<file path="config.mk">
export PLATFORM = sky130hd
export DESIGN_NAME = morse_tx_scheduler
export DESIGN_NICKNAME = d
export VERILOG_FILES = /design/src/rtl/morse_tx_scheduler.sv
export SDC_FILE = /design/constraint.sdc
export NUM_CORES = 1
export LEC_CHECK = 0
export BUFFER_PORTS_ARGS = -buffer_cell sky130_fd_sc_hd__buf_4
export CORE_ASPECT_RATIO = 0.6
export CORE_MARGIN = 5
export CORE_UTILIZATION = 63
export CTS_CLUSTER_SIZE = 30
export DETAILED_ROUTE_END_ITERATION = 10
export GPL_TIMING_DRIVEN = 0
export PLACE_DENSITY = 0.86
export SLEW_MARGIN = 40
export SYNTH_ARGS = -nofsm -noshare
export SYNTH_HDL_FRONTEND = slang
export SYNTH_SLANG_ARGS = --single-unit
</file>
<file path="constraint.sdc">
create_clock -name clock -period 3.3 [get_ports clock]
set_clock_uncertainty 0.05 [all_clocks]
set_input_delay 0.165 -clock clock [delete_from_list [all_inputs] [get_ports clock]]
set_output_delay 0.165 -clock clock [all_outputs]
set_load 0.01 [all_outputs]
</file>
<file path="src/rtl/morse_tx_scheduler.sv">
// morse_tx_scheduler
//   Sequencer for the morse letter datapath (7-way pattern mux feeding a
//   16-bit load/shift-left register). It round-robins between two letter
//   requesters and loads the chosen pattern. It then shifts it out at the
//   symbol rate and enforces an idle gap before the next letter.
//
// Ports
//   clock      in   system clock, rising edge
//   reset      in   synchronous active-high reset
//   req_valid  in   [1:0] per-requester level request, held until acked
//   req_sel0   in   [2:0] letter select from requester 0
//   req_sel1   in   [2:0] letter select from requester 1
//   req_ack    out  [1:0] one-cycle acceptance pulse (visible during LOAD)
//   mux_sel    out  [2:0] pattern mux select, held from grant to next grant
//   sr_load_n  out  active-low parallel load strobe (low only in LOAD)
//   sr_shift   out  one-cycle shift-left enable, once per symbol in SEND
//   busy       out  high whenever the sequencer is not idle
//   done       out  one-cycle pulse on the first IDLE cycle after a letter
module morse_tx_scheduler #(
    parameter int unsigned TICK_DIV = 25000000,
    parameter int unsigned SYMS     = 16,
    parameter int unsigned GAP_SYMS = 3
) (
    input  logic       clock,
    input  logic       reset,
    input  logic [1:0] req_valid,
    input  logic [2:0] req_sel0,
    input  logic [2:0] req_sel1,
    output logic [1:0] req_ack,
    output logic [2:0] mux_sel,
    output logic       sr_load_n,
    output logic       sr_shift,
    output logic       busy,
    output logic       done
);

    localparam int unsigned TickW = $clog2(TICK_DIV);
    localparam int unsigned SymMax = (SYMS > GAP_SYMS) ? SYMS : GAP_SYMS;
    localparam int unsigned SymW = $clog2(SymMax + 1);

    localparam logic [TickW-1:0] TickLoad = TickW'(TICK_DIV - 1);
    localparam logic [SymW-1:0]  SymLast  = SymW'(SYMS - 1);
    localparam logic [SymW-1:0]  GapLast  = SymW'((GAP_SYMS == 0) ? 0 : GAP_SYMS - 1);

    localparam logic [1:0] StIdle = 2'd0;
    localparam logic [1:0] StLoad = 2'd1;
    localparam logic [1:0] StSend = 2'd2;
    localparam logic [1:0] StGap  = 2'd3;

    logic [1:0]       state_q, state_d;
    logic [TickW-1:0] tick_cnt_q, tick_cnt_d;
    logic [SymW-1:0]  sym_cnt_q, sym_cnt_d;
    logic             last_grant_q, last_grant_d;
    logic [2:0]       mux_sel_q, mux_sel_d;
    logic [1:0]       req_ack_q, req_ack_d;
    logic             done_q, done_d;

    logic tick_zero;
    logic grant;

    assign tick_zero = (tick_cnt_q == '0);

    // Single requester wins outright; on a tie the one not served last wins.
    assign grant = (req_valid == 2'b11) ? ~last_grant_q : req_valid[1];

    always_comb begin
        state_d      = state_q;
        tick_cnt_d   = tick_cnt_q;
        sym_cnt_d    = sym_cnt_q;
        last_grant_d = last_grant_q;
        mux_sel_d    = mux_sel_q;
        req_ack_d    = 2'b00;
        done_d       = 1'b0;

        case (state_q)
            StIdle: begin
                if (|req_valid) begin
                    mux_sel_d    = grant ? req_sel1 : req_sel0;
                    last_grant_d = grant;
                    req_ack_d    = grant ? 2'b10 : 2'b01;
                    state_d      = StLoad;
                end
            end
            StLoad: begin
                tick_cnt_d = TickLoad;
                sym_cnt_d  = '0;
                state_d    = StSend;
            end
            StSend: begin
                if (tick_zero) begin
                    tick_cnt_d = TickLoad;
                    if (sym_cnt_q == SymLast) begin
                        sym_cnt_d = '0;
                        if (GAP_SYMS == 0) begin
                            tick_cnt_d = '0;
                            done_d     = 1'b1;
                            state_d    = StIdle;
                        end else begin
                            state_d = StGap;
                        end
                    end else begin
                        sym_cnt_d = sym_cnt_q + SymW'(1);
                    end
                end else begin
                    tick_cnt_d = tick_cnt_q - TickW'(1);
                end
            end
            StGap: begin
                // Same symbol timing as SEND, but no shift strobe.
                if (tick_zero) begin
                    if (sym_cnt_q == GapLast) begin
                        tick_cnt_d = '0;
                        sym_cnt_d  = '0;
                        done_d     = 1'b1;
                        state_d    = StIdle;
                    end else begin
                        tick_cnt_d = TickLoad;
                        sym_cnt_d  = sym_cnt_q + SymW'(1);
                    end
                end else begin
                    tick_cnt_d = tick_cnt_q - TickW'(1);
                end
            end
            default: state_d = StIdle;
        endcase
    end

    always_ff @(posedge clock) begin
        if (reset) begin
            state_q      <= StIdle;
            tick_cnt_q   <= '0;
            sym_cnt_q    <= '0;
            last_grant_q <= 1'b1;
            mux_sel_q    <= 3'd0;
            req_ack_q    <= 2'b00;
            done_q       <= 1'b0;
        end else begin
            state_q      <= state_d;
            tick_cnt_q   <= tick_cnt_d;
            sym_cnt_q    <= sym_cnt_d;
            last_grant_q <= last_grant_d;
            mux_sel_q    <= mux_sel_d;
            req_ack_q    <= req_ack_d;
            done_q       <= done_d;
        end
    end

    assign req_ack   = req_ack_q;
    assign mux_sel   = mux_sel_q;
    assign done      = done_q;
    assign busy      = (state_q != StIdle);
    assign sr_load_n = (state_q != StLoad);
    assign sr_shift  = (state_q == StSend) && tick_zero;

endmodule

</file>
==> results.sh, run 1 <==
export IMPL_vias=2080
export IMPL_grt_pass1_vias=1851
export IMPL_antenna_found_initial=0
export IMPL_total_power_mw=2.53
export IMPL_cap_violations=0
export IMPL_root_buffer="clkbuf_8"
export IMPL_p_sw_mw=1.12
export IMPL_coreArea_um2=3280
export IMPL_setup_tns_final_ps=0
export IMPL_layout_drive_gt1_share=0.151
export IMPL_antenna_cells=0
export IMPL_maxSlewViolCount=0
export IMPL_gp_congestion=0.909
export IMPL_die_width_um=85.7
export IMPL_htreeDepth=2
export IMPL_path_class="flip-flop to flip-flop"
export IMPL_cp_max_fo=6
export IMPL_status="complete, no violations"
export IMPL_grt_pass1_wl_um=9070
export IMPL_gr_total_overflow=0
export IMPL_nets=304
export IMPL_portBuffers=18
export IMPL_tightest_slew_ps=577
export IMPL_cts_resized=0
export IMPL_multiInputGateArea_um2=1300
export IMPL_avgSynthCellArea_um2=8.46
export IMPL_rsz0062_at_grt="no"
export IMPL_ant_nets=0
export IMPL_seq_area_frac_synth=0.360
export IMPL_yosys_warnings=0
export IMPL_ys_ff_latch=39
export IMPL_leakage_nw=0.983
export IMPL_critPathMostFrequentCell="or4_1"
export IMPL_arrival_ps=2570
export IMPL_area_growth_pct=16.5
export IMPL_setup_ws_ps=833
export IMPL_ioPinCount=19
export IMPL_hold_viol=0
export IMPL_p_int_mw=1.40
export IMPL_startpoint_type="flip-flop"
export IMPL_clk_path_buf_depth=2
export IMPL_hold_depth=3
export IMPL_finalWorstPathRequiredPeriod_ps=2470
export IMPL_fin_crit_sh=0.748
export IMPL_grt_usage=0.237
export IMPL_ys_flop_type="dfxtp_1"
export IMPL_firstDrtPassIters=4
export IMPL_post_route_util=0.769
export IMPL_post_cts_buffers=0
export IMPL_power_per_cell_area_nw_per_um2=1000
export IMPL_placementRows=16
export IMPL_reg2reg_depth=6
export IMPL_clk_latency_ps=300
export IMPL_slowest_delay_ps=650
export IMPL_crit_family="simple AND/OR/NAND/NOR gates"
export IMPL_yosysUniqueCellTypes=54
export IMPL_path_clk_slew_ps=80
export IMPL_netlist_area_um2=2170
export IMPL_drtIter0Drc=264
export IMPL_max_freq_ghz=0.405
export IMPL_seq_power_share=0.323
export IMPL_synth_edf_count=0
export IMPL_syn_nets=276
export IMPL_worst_path_stages=6
export IMPL_worst_path_buf_inv=1
export IMPL_peakVddDrop_mv=0.612
export IMPL_crit_path_end_kind="flip-flop"
export IMPL_cts_sinks=39
export IMPL_cts_buffers=5
export IMPL_fin_cells=330
export IMPL_drc=0
export IMPL_min_path_type="input pin to flip-flop"
export IMPL_hpwl_um=4030
export IMPL_clkPwrFrac=0.190
export IMPL_drt_total_wl_um=5450
export IMPL_swShare=0.445
export IMPL_path_cells="inv_1 > ha_1 > or4_1 > or4_1 > a221oi_1 > a211oi_1"
export IMPL_combPwrFrac=0.487
export IMPL_setup_viol=0
export IMPL_avgRoutedWirePerCell_um=16.5
export IMPL_cp_required_ps=3400
export IMPL_initial_core_util=0.660
export IMPL_syn_inst=256
export IMPL_nFillCells=240
export IMPL_die_area_um2=4750
export IMPL_grt_max_degree=14
export IMPL_die_y_um=55.4
export IMPL_cts_tree="done"
export IMPL_dp_cells=319
export IMPL_cpMaxStageDelayCell="or4_1"
export IMPL_seqCellArea_um2=781
export IMPL_vias_per_cell=6.30
export IMPL_synthArstFlopShare=0
export IMPL_dpl_worst_slack_ps=859
export IMPL_slew_headroom=0.615
## placed cells by master (no fill, tap or decap), drive strengths merged, types with 3 or more instances in the layout
cell type / netlist / final
a211oi: 3 / 3
a21oi: 16 / 16
a22oi: 3 / 3
a31oi: 3 / 3
buf: 1 / 19
clkbuf: 5 / 10
dfxtp: 39 / 39
dlygate4sd3: 0 / 3
ha: 10 / 10
inv: 16 / 16
mux2i: 3 / 3
nand2: 22 / 22
nand3: 4 / 4
nand4: 6 / 6
nor2: 23 / 23
nor2b: 3 / 3
nor3: 17 / 17
nor3b: 3 / 3
nor4: 10 / 10
o21ai: 12 / 12
o22ai: 5 / 5
o32ai: 4 / 4
or3: 3 / 3
or4: 8 / 8
xnor2: 3 / 3
xor2: 5 / 5
## final cells by class
cell class,count,area share
Tap cell,45,0.0223
Buffer,6,0.00942
Clock inverter,3,0.0268
Clock buffer,5,0.0273
Timing Repair Buffer,21,0.0654
Inverter,16,0.0238
Multi-Input combinational cell,195,0.516
Sequential cell,39,0.309
## flip-flops by register name (all words and copies together), names as in the netlist
name and cells:
last_grant_q 1, req_ack 2, mux_sel 3, sym_cnt_q 5, done 1, state_q 2
tick_cnt_q 25
## synth_stat cells (all sizes together) (5+ instances only)
library cell | count | area, µm²
dfxtp | 39 | 781
nor2 | 23 | 86.3
nand2 | 22 | 82.6
nor3 | 17 | 85.1
a21oi | 16 | 80.1
inv | 16 | 60.1
o21ai | 12 | 63.8
ha | 10 | 125
nor4 | 10 | 111
or4 | 8 | 67.6
nand4 | 6 | 43.8
clkbuf | 5 | 18.8
o22ai | 5 | 37.5
xor2 | 5 | 43.8
## through the flow
stage,area (µm²),hold WS [ps]
after floorplan,2170,214
after global placement,2360,300
after detailed placement,2360,302
after CTS,2520,31.6
after global routing,2520,23.6
final,2520,36.4
## worst paths after layout
kind	from	endpoint	slack, ps
setup / recovery	state_q[1]$_SDFFE_PP0P_	tick_cnt_q[13]$_SDFFE_PP0P_	830
hold / removal	req_sel1[1]	mux_sel[1]$_SDFFE_PP0P_	40
setup reg to reg	state_q[1]$_SDFFE_PP0P_	tick_cnt_q[13]$_SDFFE_PP0P_	830
hold reg to reg	last_grant_q$_SDFFE_PP1P_	last_grant_q$_SDFFE_PP1P_	430
## worst register-to-register path, cell delays in order (launching register included)
cell	delay, ps
dfxtp_1	450
inv_1	120
ha_1	280
or4_1	650
or4_1	440
a221oi_1	250
a211oi_1	80
## power groups by stage
stage          clock network [mW]  registers (mW)  logic (mW)
4_1_cts                     0.482           0.807        1.20
5_1_grt                     0.509           0.839        1.34
6_report                    0.480           0.815        1.23
2_1_floorplan                   0           0.775       0.902
3_3_place_gp                    0           0.805        1.16
3_5_place_dp                    0           0.815        1.19
## repair_timing
action                                  4_1_cts  5_1_grt
endpoints found under the hold margin         3        0
hold buffers                                  3        0
endpoints found under the setup margin        0        0
## metal layers
| layer | track usage | up-vias | part of all wire |
|---|---|---|---|
| li1 | - | 1000 | - |
| met1 | 0.375 | 954 | 0.48 |
| met2 | 0.304 | 118 | 0.40 |
| met3 | 0.0609 | 8 | 0.11 |
| met4 | 0.0677 | 0 | 0.0079 |
| met5 | 0 | - | 0 |
## kinds of logic after synthesis
kind of cell | share of synthesized area
AO/OA/AOI/OAI | 0.194
AND/OR/NAND/NOR | 0.303
flip-flops | 0.360
XOR/XNOR | 0.0324
buffers and inverters | 0.0387
adder cells (fa/ha/maj) | 0.0578
multiplexers | 0.0139
Note: power is estimated with default switching activity, not from simulation.
==> run 2: changes to the inputs <==
--- a/config.mk
+++ b/config.mk
@@ -8,11 +8,11 @@
 export BUFFER_PORTS_ARGS = -buffer_cell sky130_fd_sc_hd__buf_4
 export CORE_ASPECT_RATIO = 0.6
 export CORE_MARGIN = 5
-export CORE_UTILIZATION = 63
+export CORE_UTILIZATION = 59
 export CTS_CLUSTER_SIZE = 30
 export DETAILED_ROUTE_END_ITERATION = 10
 export GPL_TIMING_DRIVEN = 0
-export PLACE_DENSITY = 0.86
+export PLACE_DENSITY = 0.81
 export SLEW_MARGIN = 40
 export SYNTH_ARGS = -nofsm -noshare
 export SYNTH_HDL_FRONTEND = slang
==> constraint.sdc (replaced) <==
create_clock -name clock -period 2.5 [get_ports clock]
set_clock_uncertainty 0.05 [all_clocks]
set_input_delay 0.125 -clock clock [delete_from_list [all_inputs] [get_ports clock]]
set_output_delay 0.125 -clock clock [all_outputs]
set_load 0.01 [all_outputs]
==> run 2 against run 1 <==
Compared with the run above: the flow now finishes with violations (hold timing); first-iteration DRC count is 5.7% lower; worst setup slack got worse by 720 ps; utilization fell by 6.8 points; largest cell class unchanged.
==> results.sh, run 2 (same netlist as run 1, synthesis figures left out) <==
export IMPL_status="finished, violations left"
export IMPL_violations="hold timing"
export IMPL_setup_tns_final_ps=0
export IMPL_rsz0062_at_grt="yes"
export IMPL_cts_buffers=5
export IMPL_r2r_end="tick_cnt_q[13]$_SDFFE_PP0P_"
export IMPL_portBuffers=18
export IMPL_min_path_type="input pin to flip-flop"
export IMPL_peakVddDrop_mv=0.635
export IMPL_max_freq_ghz=0.419
export IMPL_ioPinCount=19
export IMPL_vias=2104
export IMPL_grt_pass1_vias=1897
export IMPL_top_register="tick_cnt_q"
export IMPL_die_y_um=56.9
export IMPL_setup_viol=0
export IMPL_r2r_start="state_q[0]$_SDFFE_PP0P_"
export IMPL_crit_family="simple AND/OR/NAND/NOR gates"
export IMPL_cts_sinks=39
export IMPL_vias_per_cell=6.30
export IMPL_placementRows=17
export IMPL_finalWorstPathRequiredPeriod_ps=2390
export IMPL_fin_crit_sh=0.954
export IMPL_r2r_slack_ps=110
export IMPL_gp_congestion=0.959
export IMPL_total_power_mw=3.21
export IMPL_hold_ws_ps=-0.530
export IMPL_arrival_ps=2500
export IMPL_hpwl_um=4050
export IMPL_worst_path_buf_inv=1
export IMPL_slew_headroom=0.582
export IMPL_antenna_cells=0
export IMPL_slowest_delay_ps=600
export IMPL_area_growth_pct=16.3
export IMPL_die_width_um=88.2
export IMPL_layout_common_cells="dfxtp_1, nor2_1, nand2_1, buf_4"
export IMPL_path_class="flip-flop to flip-flop"
export IMPL_firstDrtPassIters=6
export IMPL_startpoint_type="flip-flop"
export IMPL_reg2reg_depth=6
export IMPL_path_clk_slew_ps=80
export IMPL_root_buffer="clkbuf_8"
export IMPL_antenna_found_initial=0
export IMPL_grt_max_degree=12
export IMPL_grt_usage=0.235
export IMPL_cpMaxStageDelayCell="or4_4"
export IMPL_post_route_util=0.701
export IMPL_maxSlewViolCount=0
export IMPL_ant_nets=0
export IMPL_layout_drive_gt1_share=0.157
export IMPL_gr_total_overflow=0
export IMPL_hold_path_startpoint="req_sel1[0]"
export IMPL_largest_reg_flops=25
export IMPL_path_cells="inv_1 > ha_2 > or4_4 > or4_1 > a221oi_1 > a211oi_1"
export IMPL_power_per_cell_area_nw_per_um2=1270
export IMPL_min_to="mux_sel[0]$_SDFFE_PP0P_"
export IMPL_cp_max_fo=6
export IMPL_crit_path_end_kind="flip-flop"
export IMPL_tightest_slew_ps=627
export IMPL_cp_required_ps=2610
export IMPL_clk_path_buf_depth=2
export IMPL_grt_pass1_wl_um=9230
export IMPL_hold_depth=3
export IMPL_final_common_cell="dfxtp_1"
export IMPL_cts_tree="done"
export IMPL_clk_latency_ps=300
export IMPL_avgRoutedWirePerCell_um=17.3
export IMPL_htreeDepth=2
export IMPL_initial_core_util=0.603
export IMPL_coreArea_um2=3590
export IMPL_cap_violations=0
export IMPL_drt_total_wl_um=5770
export IMPL_drc=0
export IMPL_hold_viol=1
export IMPL_nets=306
export IMPL_leakage_nw=0.976
export IMPL_drtIter0Drc=249
export IMPL_die_area_um2=5020
## run 2: worst max-delay path by stage
stage / start / end / depth (start not counted)
after detailed placement: state_q[1]$_SDFFE_PP0P_ / tick_cnt_q[13]$_SDFFE_PP0P_ / 6
after floorplan: state_q[1]$_SDFFE_PP0P_ / tick_cnt_q[13]$_SDFFE_PP0P_ / 6
after global routing: tick_cnt_q[0]$_SDFFE_PP0P_ / tick_cnt_q[24]$_SDFFE_PP0P_ / 7
final: state_q[0]$_SDFFE_PP0P_ / tick_cnt_q[13]$_SDFFE_PP0P_ / 6
after CTS: state_q[1]$_SDFFE_PP0P_ / tick_cnt_q[13]$_SDFFE_PP0P_ / 6
after global placement: state_q[1]$_SDFFE_PP0P_ / tick_cnt_q[13]$_SDFFE_PP0P_ / 6
## run 2: worst register-to-register path: stages (launching register included)
cell and delay (ps):
dfxtp_1 410, inv_1 150, ha_2 270, or4_4 600, or4_1 430, a221oi_1 260, a211oi_1 80
## run 2: metrics by stage
step                cells  cell area [µm²]  hold WS (ps)  setup slack (ps)
floorplan             256             2170           174               316
global placement      321             2360           261              82.7
detailed placement    321             2360           265              54.4
CTS                   334             2490          1.54              39.6
global route          334             2520          17.4             -3.83
finish                334             2520        -0.530               114
## run 2: repair_timing
action / in CTS / in global routing
hold buffers: 5 / 0
setup endpoints to repair: 0 / 7
buffers inserted: 0 / 0
hold endpoints to repair: 3 / 0
gates resized for setup: 0 / 6
## run 2: final cells by class
type | instances | area, µm²
multi-input cells | 195 | 1330
flip-flops and latches | 39 | 782
fillers | 295 | 1070
repair buffers | 23 | 185
clock buffers | 7 | 76.3
well taps | 47 | 58.8
plain buffers | 6 | 23.8
clock inverters | 1 | 5.00
inverters | 16 | 60.1
## run 2: metal layers
layer | wire length [µm] | share of wire | GRT usage | up-vias
met4 | 149 | 0.026 | 0.0905 | 0
li1 | - | - | - | 1014
met3 | 554 | 0.096 | 0.0635 | 28
met5 | 0 | 0 | 0 | -
met2 | 2310 | 0.40 | 0.308 | 105
met1 | 2760 | 0.48 | 0.359 | 957
## run 2: power breakdown
group / total [mW] / switching [mW] / leakage, nW / internal, mW
registers: 1.08 / 0.256 / 0.321 / 0.824
clock network: 0.420 / 0.225 / 0.0422 / 0.196
logic: 1.71 / 1.04 / 0.613 / 0.666
total: 3.21 / 1.52 / 0.976 / 1.69
